## config.mk

```make
export PLATFORM = sky130hd
export DESIGN_NAME = mem_access_unit
export DESIGN_NICKNAME = d
export VERILOG_FILES = /design/src/rtl/mem_pkg.sv /design/src/rtl/lsu_load_align.sv /design/src/rtl/mem_access_unit.sv
export SDC_FILE = /design/constraint.sdc
export NUM_CORES = 1
export LEC_CHECK = 0
export CAP_MARGIN = 20
export CORE_UTILIZATION = 40
export CTS_BUF_LIST = sky130_fd_sc_hd__clkbuf_8 sky130_fd_sc_hd__clkbuf_16
export DETAILED_ROUTE_END_ITERATION = 6
export PLACE_DENSITY = 0.79
export RECOVER_POWER = 25
export SKIP_CTS_REPAIR_TIMING = 1
export SLEW_MARGIN = 40
export SYNTH_ARGS = -nofsm -noshare
export SYNTH_HDL_FRONTEND = slang
export SYNTH_SLANG_ARGS = --single-unit
```

## constraint.sdc

```tcl
create_clock -name clk -period 5.95 [get_ports clk]
set_clock_uncertainty 0.1 [all_clocks]
set_input_delay 1.4875 -clock clk [delete_from_list [all_inputs] [get_ports clk]]
set_output_delay 1.4875 -clock clk [all_outputs]
set_load 0.01 [all_outputs]
```

## src/rtl/mem_pkg.sv

```systemverilog
// Shared definitions for the MEM-stage access unit: access-size codes, FSM states,
// byte-enable patterns and the alignment rule.
package mem_pkg;

    localparam logic [2:0] F3_LB  = 3'b000;
    localparam logic [2:0] F3_LH  = 3'b001;
    localparam logic [2:0] F3_LW  = 3'b010;
    localparam logic [2:0] F3_LBU = 3'b100;
    localparam logic [2:0] F3_LHU = 3'b101;
    localparam logic [2:0] F3_SB  = 3'b000;
    localparam logic [2:0] F3_SH  = 3'b001;

    localparam logic [3:0] BE_BYTE = 4'b0001;
    localparam logic [3:0] BE_HALF = 4'b0011;
    localparam logic [3:0] BE_WORD = 4'b1111;

    typedef enum logic [1:0] {
        S_IDLE = 2'd0,
        S_WAIT = 2'd1,
        S_DONE = 2'd2
    } mau_state_t;

    // Stores only know sb/sh as narrow accesses; every other code is a word.
    function automatic logic is_aligned(input logic [2:0] f3, input logic [1:0] a,
                                        input logic store);
        logic ok;
        ok = (a == 2'b00);
        if (store) begin
            if (f3 == F3_SB)      ok = 1'b1;
            else if (f3 == F3_SH) ok = ~a[0];
        end else begin
            if (f3 == F3_LB || f3 == F3_LBU)      ok = 1'b1;
            else if (f3 == F3_LH || f3 == F3_LHU) ok = ~a[0];
        end
        return ok;
    endfunction

endpackage

```

## src/rtl/lsu_load_align.sv

```systemverilog
// Load lane extraction: shifts the addressed byte/half down to bit 0 and
// sign- or zero-extends it according to the access code.
module lsu_load_align
    import mem_pkg::*;
(
    input  logic [31:0] i_rdata,
    input  logic [1:0]  i_addr_lo,
    input  logic [2:0]  i_funct3,
    output logic [31:0] o_result
);

    logic [31:0] w_shifted;
    assign w_shifted = i_rdata >> {i_addr_lo, 3'b000};

    always_comb begin
        o_result = w_shifted;
        case (i_funct3)
            F3_LB:   o_result = {{24{w_shifted[7]}}, w_shifted[7:0]};
            F3_LH:   o_result = {{16{w_shifted[15]}}, w_shifted[15:0]};
            F3_LBU:  o_result = {24'h0, w_shifted[7:0]};
            F3_LHU:  o_result = {16'h0, w_shifted[15:0]};
            default: o_result = w_shifted;
        endcase
    end

endmodule

```

## src/rtl/mem_access_unit.sv

```systemverilog
// MEM stage: issues one data-memory transaction at a time over req/ack, stalls the
// front of the pipeline while it is outstanding, and fills the MEM/WB register.
module mem_access_unit
    import mem_pkg::*;
#(
    parameter int ADDR_W = 32
) (
    input  logic              clk,
    input  logic              rst_n,
    input  logic              RegWrite_i,
    input  logic              MemRead_i,
    input  logic              MemWrite_i,
    input  logic              MemtoReg_i,
    input  logic              Branch_i,
    input  logic              Zero_i,
    input  logic [2:0]        funct3_i,
    input  logic [31:0]       ALUResult_i,
    input  logic [31:0]       rdata2_i,
    input  logic [31:0]       addr_jump_i,
    input  logic [4:0]        rd_i,
    output logic              dmem_req_o,
    output logic              dmem_we_o,
    output logic [ADDR_W-1:0] dmem_addr_o,
    output logic [31:0]       dmem_wdata_o,
    output logic [3:0]        dmem_be_o,
    input  logic [31:0]       dmem_rdata_i,
    input  logic              dmem_ack_i,
    output logic              stall_o,
    output logic              pc_src_o,
    output logic [31:0]       pc_target_o,
    output logic              RegWrite_o,
    output logic              MemtoReg_o,
    output logic [31:0]       mem_rdata_o,
    output logic [31:0]       ALUResult_o,
    output logic [4:0]        rd_o,
    output logic              misalign_o
);

    mau_state_t        r_state;
    logic              r_req, r_we, r_regwrite, r_memtoreg, r_misalign;
    logic [ADDR_W-1:0] r_addr;
    logic [31:0]       r_wdata, r_load_data, r_mem_rdata, r_alu;
    logic [3:0]        r_be;
    logic [4:0]        r_rd;

    logic        w_mem_op, w_is_load, w_aligned, w_stall;
    logic [3:0]  w_be;
    logic [31:0] w_wdata, w_load_fmt;

    assign w_mem_op  = MemRead_i | MemWrite_i;
    assign w_is_load = MemRead_i & ~MemWrite_i;
    assign w_aligned = is_aligned(funct3_i, ALUResult_i[1:0], MemWrite_i);
    // Reset masks the stall so the pipeline is never frozen while being cleared.
    assign w_stall   = ~rst_n & ((r_state == S_IDLE & w_mem_op & w_aligned) | (r_state == S_WAIT));

    always_comb begin
        w_be    = BE_WORD;
        w_wdata = rdata2_i;
        case (funct3_i)
            F3_SB: begin
                w_be    = BE_BYTE << ALUResult_i[1:0];
                w_wdata = {4{rdata2_i[7:0]}};
            end
            F3_SH: begin
                w_be    = BE_HALF << {ALUResult_i[1], 1'b0};
                w_wdata = {2{rdata2_i[15:0]}};
            end
            default: ;
        endcase
    end

    lsu_load_align u_load_align (
        .i_rdata   (dmem_rdata_i),
        .i_addr_lo (ALUResult_i[1:0]),
        .i_funct3  (funct3_i),
        .o_result  (w_load_fmt)
    );

    always_ff @(posedge clk) begin
        if (rst_n) begin
            r_state     <= S_IDLE;
            r_req       <= 1'b0;
            r_we        <= 1'b0;
            r_addr      <= '0;
            r_wdata     <= '0;
            r_be        <= '0;
            r_load_data <= '0;
            r_regwrite  <= 1'b0;
            r_memtoreg  <= 1'b0;
            r_mem_rdata <= '0;
            r_alu       <= '0;
            r_rd        <= '0;
            r_misalign  <= 1'b0;
        end else begin
            case (r_state)
                S_IDLE: if (w_mem_op && w_aligned) begin
                    r_req   <= 1'b1;
                    r_we    <= MemWrite_i;
                    r_addr  <= {ALUResult_i[ADDR_W-1:2], 2'b00};
                    r_wdata <= w_wdata;
                    r_be    <= w_be;
                    r_state <= S_WAIT;
                end
                S_WAIT: if (dmem_ack_i) begin
                    r_req       <= 1'b0;
                    r_load_data <= w_load_fmt;
                    r_state     <= S_DONE;
                end
                // EX/MEM still shows the finished instruction here; it must not restart.
                S_DONE:  r_state <= S_IDLE;
                default: r_state <= S_IDLE;
            endcase

            if (!w_stall) begin
                r_regwrite  <= RegWrite_i & ~(w_mem_op & ~w_aligned);
                r_memtoreg  <= MemtoReg_i;
                r_alu       <= ALUResult_i;
                r_rd        <= rd_i;
                r_misalign  <= w_mem_op & ~w_aligned;
                r_mem_rdata <= (r_state == S_DONE && w_is_load) ? r_load_data : 32'h0;
            end else begin
                r_regwrite  <= 1'b0;
                r_memtoreg  <= 1'b0;
                r_alu       <= '0;
                r_rd        <= '0;
                r_misalign  <= 1'b0;
                r_mem_rdata <= '0;
            end
        end
    end

    assign dmem_req_o   = r_req;
    assign dmem_we_o    = r_we;
    assign dmem_addr_o  = r_addr;
    assign dmem_wdata_o = r_wdata;
    assign dmem_be_o    = r_be;
    assign stall_o      = w_stall;
    assign pc_src_o     = Branch_i & Zero_i;
    assign pc_target_o  = addr_jump_i;
    assign RegWrite_o   = r_regwrite;
    assign MemtoReg_o   = r_memtoreg;
    assign mem_rdata_o  = r_mem_rdata;
    assign ALUResult_o  = r_alu;
    assign rd_o         = r_rd;
    assign misalign_o   = r_misalign;

endmodule

```

==> impl_metrics.tcl, run 1 <==
set metrics [dict create \
    drtIter0Drc 293 \
    ys_top_cells_by_area "dfxtp_1 52%, nand2_1 7.6%, and2_1 6.5%" \
    use_met2 0.365 \
    syn_area_mm2 0.00669 \
    slew_headroom 0.213 \
    drv_slew 0 \
    ctsLongestPathBuffers 2 \
    arrival_ns 3.52 \
    drc 0 \
    finalHoldViolCount 0 \
    yosysSeqAreaShare 0.521 \
    crit_buf_inv 2 \
    cts_tree "done" \
    timing.final.crit_period_ns 5.11 \
    yosys_warnings 0 \
    max-cap-violations 0 \
    multi_input_area_mm2 0.00273 \
    core.rowCount 46 \
    globalplace.congestion 0.845 \
    crit_top_cell "nor2_1" \
    htree_levels 4 \
    fin_tns_setup_ns 0 \
    switchingPower_uw 725 \
    cts-root-buf "clkbuf_16" \
    via_per_inst 4.92 \
    antenna_found_initial 0 \
    cts_sinks 174 \
    ir_drop_v 0.000207 \
    yosysMostFrequentCell "dfxtp_1" \
    max_stage_delay_ns 0.70 \
    wirelength_mm 19.4 \
    ios 321 \
    num-nets-final 1077 \
    antenna_cells 0 \
    netlist.area_leader.share 0.521 \
    leakage_nw 3.72 \
    grt_max_degree 89 \
    area_delta_synth_final_pct 45.6 \
    comb_power_share 0.155 \
    fin_util 0.604 \
    p_per_area_mw_per_mm2 293 \
    crit_slowest_cell "dlygate4sd3_1" \
    yosys.area.top_type "dfxtp_1" \
    setup_ws_ns 0.838 \
    pwr-share-seq 0.442 \
    grt.overflow.total 0 \
    p_clk_frac 0.403 \
    routedWlPerCell_um 16.7 \
    path_class "in2out" \
    hpwl_mm 14.0 \
    die_h_um 131 \
    path_delay_family "buffers and inverters" \
    port_buffers 254 \
    crit_fanout 9 \
    intPower_mw 2.13 \
    synth_edf_count 0 \
    required_ns 4.36 \
    die-area_mm2 0.0172 \
    numCtsBuffers 17 \
    gr-max-usage-layer "met2" \
    syn_avg_cell_area_um2 9.07 \
    worst_pin_slew_ns 1.18 \
    max_freq_mhz 196 \
    post-place-ws_ns 0.901 \
    track_usage 0.225 \
    synth_ff_type "dfxtp_1" \
    finalCritPeriodShare 0.859 \
    crit_path_start_kind "input port" \
    vias 5717 \
    path_cells "dlygate4sd3_1, a211oi_2, o221a_4, nor2_1, nor2_1, clkdlybuf4s50_1" \
    grt_use_met1 0.271 \
    finalSetupViolCount 0 \
    hold_ws_ns 0.350 \
    core_area_mm2 0.0161 \
    async_flop_share 0 \
    synthTopCellsByCount "174 x dfxtp_1, 136 x nand2_1, 70 x and2_1" \
    rsz0062_at_grt "no" \
    clk_pin_slew_ns 0.07 \
    insertion_delay_ns 0.42 \
    status "completed" \
    met3_usage 0.0590 \
    switching_share 0.254 \
    synth_cell_types 42 \
    final-seq-area_mm2 0.00348 \
    start_util 0.415 \
    drive_above_1_share 0.0646 \
    grt_pass1_vias 5376 \
    syn_inst 737 \
    hp-class "reg2reg" \
    first_pass_iters 5 \
    n_fill_cell 1392 \
    ys_ff_latch 174 \
    grt_pass1_wl_mm 29.8 \
    ant_nets 0 \
    critPathCaptureType "output pin" \
    die_x_um 131 \
]
## registers in the layout (all words and copies together), names as in the netlist
signal / cells
ALUResult_o: 32
dmem_be_o: 4
r_state: 2
r_load_data: 32
dmem_wdata_o: 32
dmem_req_o: 1
RegWrite_o: 1
rd_o: 5
dmem_addr_o: 30
MemtoReg_o: 1
dmem_we_o: 1
mem_rdata_o: 32
misalign_o: 1
## through the flow
stage / cells / area [µm²] / power (mW)
2_1_floorplan: 738 / 6690 / 1.51
3_3_place_gp: 1127 / 9090 / 1.72
3_5_place_dp: 1129 / 9130 / 1.74
4_1_cts: 1161 / 9740 / 2.89
5_1_grt: 1161 / 9740 / 2.97
6_report: 1161 / 9740 / 2.85
## worst paths after layout
check	startpoint	to	slack, ns	cells after the start
worst max-delay path	ALUResult_i[0]	stall_o	0.84	6
worst min-delay path	r_load_data[15]	mem_rdata_o[15]	0.35	1
worst max register to register	r_state[1]	ALUResult_o[19]	3.79	6
worst min register to register	r_load_data[15]	mem_rdata_o[15]	0.35	1
## power groups by stage
stage	combinational [mW]	clock, mW	sequential, mW
after floorplan	0.197	0	1.31
after global placement	0.440	0	1.28
after detailed placement	0.449	0	1.29
after CTS	0.451	1.17	1.26
after global routing	0.479	1.22	1.27
final	0.443	1.15	1.26
## area by class of cell
class,instances,share of cell area
Clock buffer,17,0.0437
Timing Repair Buffer,266,0.271
Sequential cell,174,0.358
Multi-Input combinational cell,471,0.280
Tap cell,216,0.0278
Inverter,2,0.000771
Clock inverter,15,0.0188
## routing by layer
layer,routed length [µm],vias to the layer above,share of wire
met1,8180,2620,0.42
met3,1080,53,0.056
li1,-,2837,-
met4,799,0,0.041
met2,9320,207,0.48
met5,0,-,0
## worst reg2reg max path, cell delays in order (launching register included)
cell	delay [ns]
dfxtp_1	0.34
a211oi_2	0.32
o221a_4	0.25
buf_6	0.51
nor3_4	0.18
buf_6	0.20
and2_1	0.16
## kinds of logic after synthesis
| group | after synthesis | synth area share |
|---|---|---|
| other | 1 | 0.000561 |
| muxes | 41 | 0.0647 |
| AOI/OAI and AO/OA | 144 | 0.139 |
| DFF | 174 | 0.521 |
| buffers and inverters | 93 | 0.0784 |
| and+or+nand+nor | 284 | 0.197 |
## cells in the final DEF (no fill, tap or decap), types with 2 or more instances in the layout
| cell type | count |
|---|---|
| nor3_4 | 2 |
| bufinv_16 | 3 |
| conb_1 | 2 |
| a21oi_1 | 68 |
| dfxtp_1 | 174 |
| clkbuf_16 | 17 |
| o211ai_1 | 15 |
| o21ai_0 | 12 |
| and2_1 | 54 |
| a311oi_1 | 11 |
| dlygate4sd3_1 | 56 |
| inv_6 | 5 |
| clkinv_4 | 2 |
| mux2i_1 | 32 |
| nor4_1 | 3 |
| buf_6 | 3 |
| clkinv_2 | 4 |
| a211oi_1 | 24 |
| and2_0 | 17 |
| nor2b_1 | 4 |
| nor2_1 | 49 |
| nand2b_1 | 2 |
| mux2_2 | 8 |
| nor3_1 | 9 |
| clkdlybuf4s50_1 | 197 |
| buf_4 | 9 |
| o2bb2ai_1 | 7 |
| nand2_1 | 136 |
Note: power is estimated with default switching activity, not from simulation.
==> run 2, diff against run 1 <==
--- a/config.mk
+++ b/config.mk
@@ -9,10 +9,11 @@
 export CORE_UTILIZATION = 40
 export CTS_BUF_LIST = sky130_fd_sc_hd__clkbuf_8 sky130_fd_sc_hd__clkbuf_16
 export DETAILED_ROUTE_END_ITERATION = 6
-export PLACE_DENSITY = 0.79
+export PLACE_DENSITY = 0.78
 export RECOVER_POWER = 25
 export SKIP_CTS_REPAIR_TIMING = 1
 export SLEW_MARGIN = 40
 export SYNTH_ARGS = -nofsm -noshare
 export SYNTH_HDL_FRONTEND = slang
+export SYNTH_HIERARCHICAL = 1
 export SYNTH_SLANG_ARGS = --single-unit
==> run 2 against run 1 <==
Net effect:
- the flow now finishes with violations (max-capacitance violations, max-slew violations)
- register-to-register slack got worse by 0.42 ns
- clock power increased by 5%
- first-iteration DRC count increased by 7.2%
- area after synthesis increased by 2.7%
- flip-flop and latch count unchanged
- non-clock buffer count increased by 1
- synthesized cell count increased by 6.9%
- sequential power about the same
- wire length decreased by 1.1%
- critical endpoint unchanged
- largest power group unchanged
==> impl_metrics.tcl, run 2 <==
set metrics [dict create \
    grt_pass1_vias 5548 \
    yosys.area.top_type "dfxtp_1" \
    core_area_mm2 0.0167 \
    worst_pin_slew_ns 2.23 \
    n_fill_cell 1489 \
    numCtsBuffers 17 \
    required_ns 4.36 \
    finalSetupViolCount 0 \
    grt.overflow.total 0 \
    ctsLongestPathBuffers 2 \
    max_freq_mhz 204 \
    slew_headroom -0.488 \
    totalPowerFinal_mw 2.91 \
    final_cell_mix "206 x clkdlybuf4s50_1, 184 x nand2_1, 174 x dfxtp_1, 91 x a21oi_1, 59 x and2_1" \
    htree_levels 4 \
    synth_ff_type "dfxtp_1" \
    crit_fanout 6 \
    vias 5954 \
    netlist.area_leader.share 0.507 \
    ios 321 \
    async_flop_share 0 \
    pwr-share-seq 0.431 \
    critPathCaptureType "output pin" \
    finalHoldViolCount 0 \
    yosys_warnings 6 \
    crit_buf_inv 2 \
    via_per_inst 4.90 \
    antenna_cells 0 \
    ant_nets 0 \
    antenna_found_initial 0 \
    core.rowCount 47 \
    final_common_cell "clkdlybuf4s50_1" \
    cts_sinks 174 \
    final-seq-area_mm2 0.00348 \
    fin_tns_setup_ns 0 \
    insertion_delay_ns 0.42 \
    grt_max_degree 106 \
    hp-class "reg2reg" \
    synth_edf_count 0 \
    switchingPower_uw 725 \
    synthTopCellsByCount "184 x nand2_1, 174 x dfxtp_1, 91 x a21oi_1" \
    synth_cell_types 34 \
    path_cells "clkdlybuf4s50_1, a21oi_1, o221a_4, nor2_1, nor2_1, clkdlybuf4s50_1" \
    track_usage 0.214 \
    leakage_nw 3.82 \
    start_util 0.411 \
    grt_pass1_wl_mm 29.3 \
    cts-root-buf "clkbuf_16" \
    routedWlPerCell_um 15.8 \
    comb_power_share 0.154 \
    yosysSeqAreaShare 0.507 \
    intPower_mw 2.18 \
    crit_slowest_cell "clkdlybuf4s50_1" \
    arrival_ns 3.31 \
    syn_area_mm2 0.00687 \
    port_buffers 254 \
    p_clk_frac 0.415 \
    ir_drop_v 0.000194 \
    timing.final.crit_period_ns 4.90 \
    violations "max-capacitance violations, max-slew violations" \
    drive_above_1_share 0.0572 \
    area_delta_synth_final_pct 44.1 \
    ys_top_cells_by_area "dfxtp_1 51%, nand2_1 10%, a21oi_1 6.6%" \
    finalCritPeriodShare 0.824 \
    crit_path_start_kind "input port" \
    cts_tree "done" \
    p_per_area_mw_per_mm2 294 \
    syn_inst 788 \
    clk_pin_slew_ns 0.06 \
    die_x_um 133 \
    die_h_um 133 \
    globalplace.congestion 0.837 \
    rsz0062_at_grt "no" \
    wirelength_mm 19.2 \
    multi_input_area_mm2 0.00284 \
    path_class "in2out" \
    status "complete, but fails checks" \
    max-cap-violations 1 \
    num-nets-final 1128 \
    drc 0 \
    syn_avg_cell_area_um2 8.72 \
    max_stage_delay_ns 0.61 \
    ys_ff_latch 174 \
    hpwl_mm 13.6 \
    first_pass_iters 5 \
    yosysMostFrequentCell "nand2_1" \
    drv_slew 106 \
    drtIter0Drc 314 \
    path_delay_family "buffers and inverters" \
    switching_share 0.249 \
    die-area_mm2 0.0177 \
]
-- run 2: routing by layer --
metal	global-route usage	routed length, µm	part of all wire
met1	0.253	7950	0.41
met2	0.361	9610	0.50
met3	0.0437	970	0.051
met4	0.118	641	0.033
met5	0	0	0
-- run 2: cell families (layout without fill, tap and decap cells) --
logic type	Yosys count	in the layout	share of synthesized area
other	1	2	0.000546
AOI/OAI and AO/OA	158	158	0.140
buffers and inverters	94	301	0.0831
and+or+nand+nor	325	325	0.216
DFF	174	174	0.507
muxes	36	36	0.0525
-- run 2: tightest hold or removal path, delay by kind of cell (launching register included) --
family	cells	cell delay [ns]
simple gates	1	0.05
flops	1	0.30
compound gates	1	0.05
-- run 2: path summary, 6_finish.rpt --
path / endpoint / startpoint / cells past startpoint / slack [ns]
max reg2reg: dmem_req_o / r_state[0] / 5 / 3.37
min reg2reg: r_load_data[6] / r_load_data[6] / 2 / 0.35
max: stall_o / MemWrite_i / 6 / 1.05
min: r_load_data[6] / r_load_data[6] / 2 / 0.35
-- run 2: layout make-up --
| cell class | count | share of cell area |
|---|---|---|
| Sequential cell | 174 | 0.352 |
| Multi-Input combinational cell | 521 | 0.287 |
| Timing Repair Buffer | 267 | 0.268 |
| Clock buffer | 18 | 0.0444 |
| Tap cell | 220 | 0.0278 |
| Clock inverter | 14 | 0.0210 |
| Inverter | 2 | 0.000759 |
-- run 2: power groups by stage --
stage / logic (mW) / registers [mW] / clock network (mW)
after global placement: 0.439 / 1.28 / 0
after global routing: 0.482 / 1.26 / 1.28
after CTS: 0.455 / 1.25 / 1.23
after floorplan: 0.207 / 1.30 / 0
after detailed placement: 0.452 / 1.28 / 0
final: 0.447 / 1.25 / 1.21
-- run 2: per-stage QoR --
stage	hold WS [ns]	area, µm²	util	std cells	setup slack, ns
after global placement	0.334	9220	0.552	1180	0.946
after global routing	0.370	9900	0.593	1216	0.963
after CTS	0.352	9930	0.594	1216	0.906
after detailed placement	0.340	9280	0.556	1184	0.911
final	0.349	9900	0.593	1216	1.05
after floorplan	0.330	6870	-	789	1.69
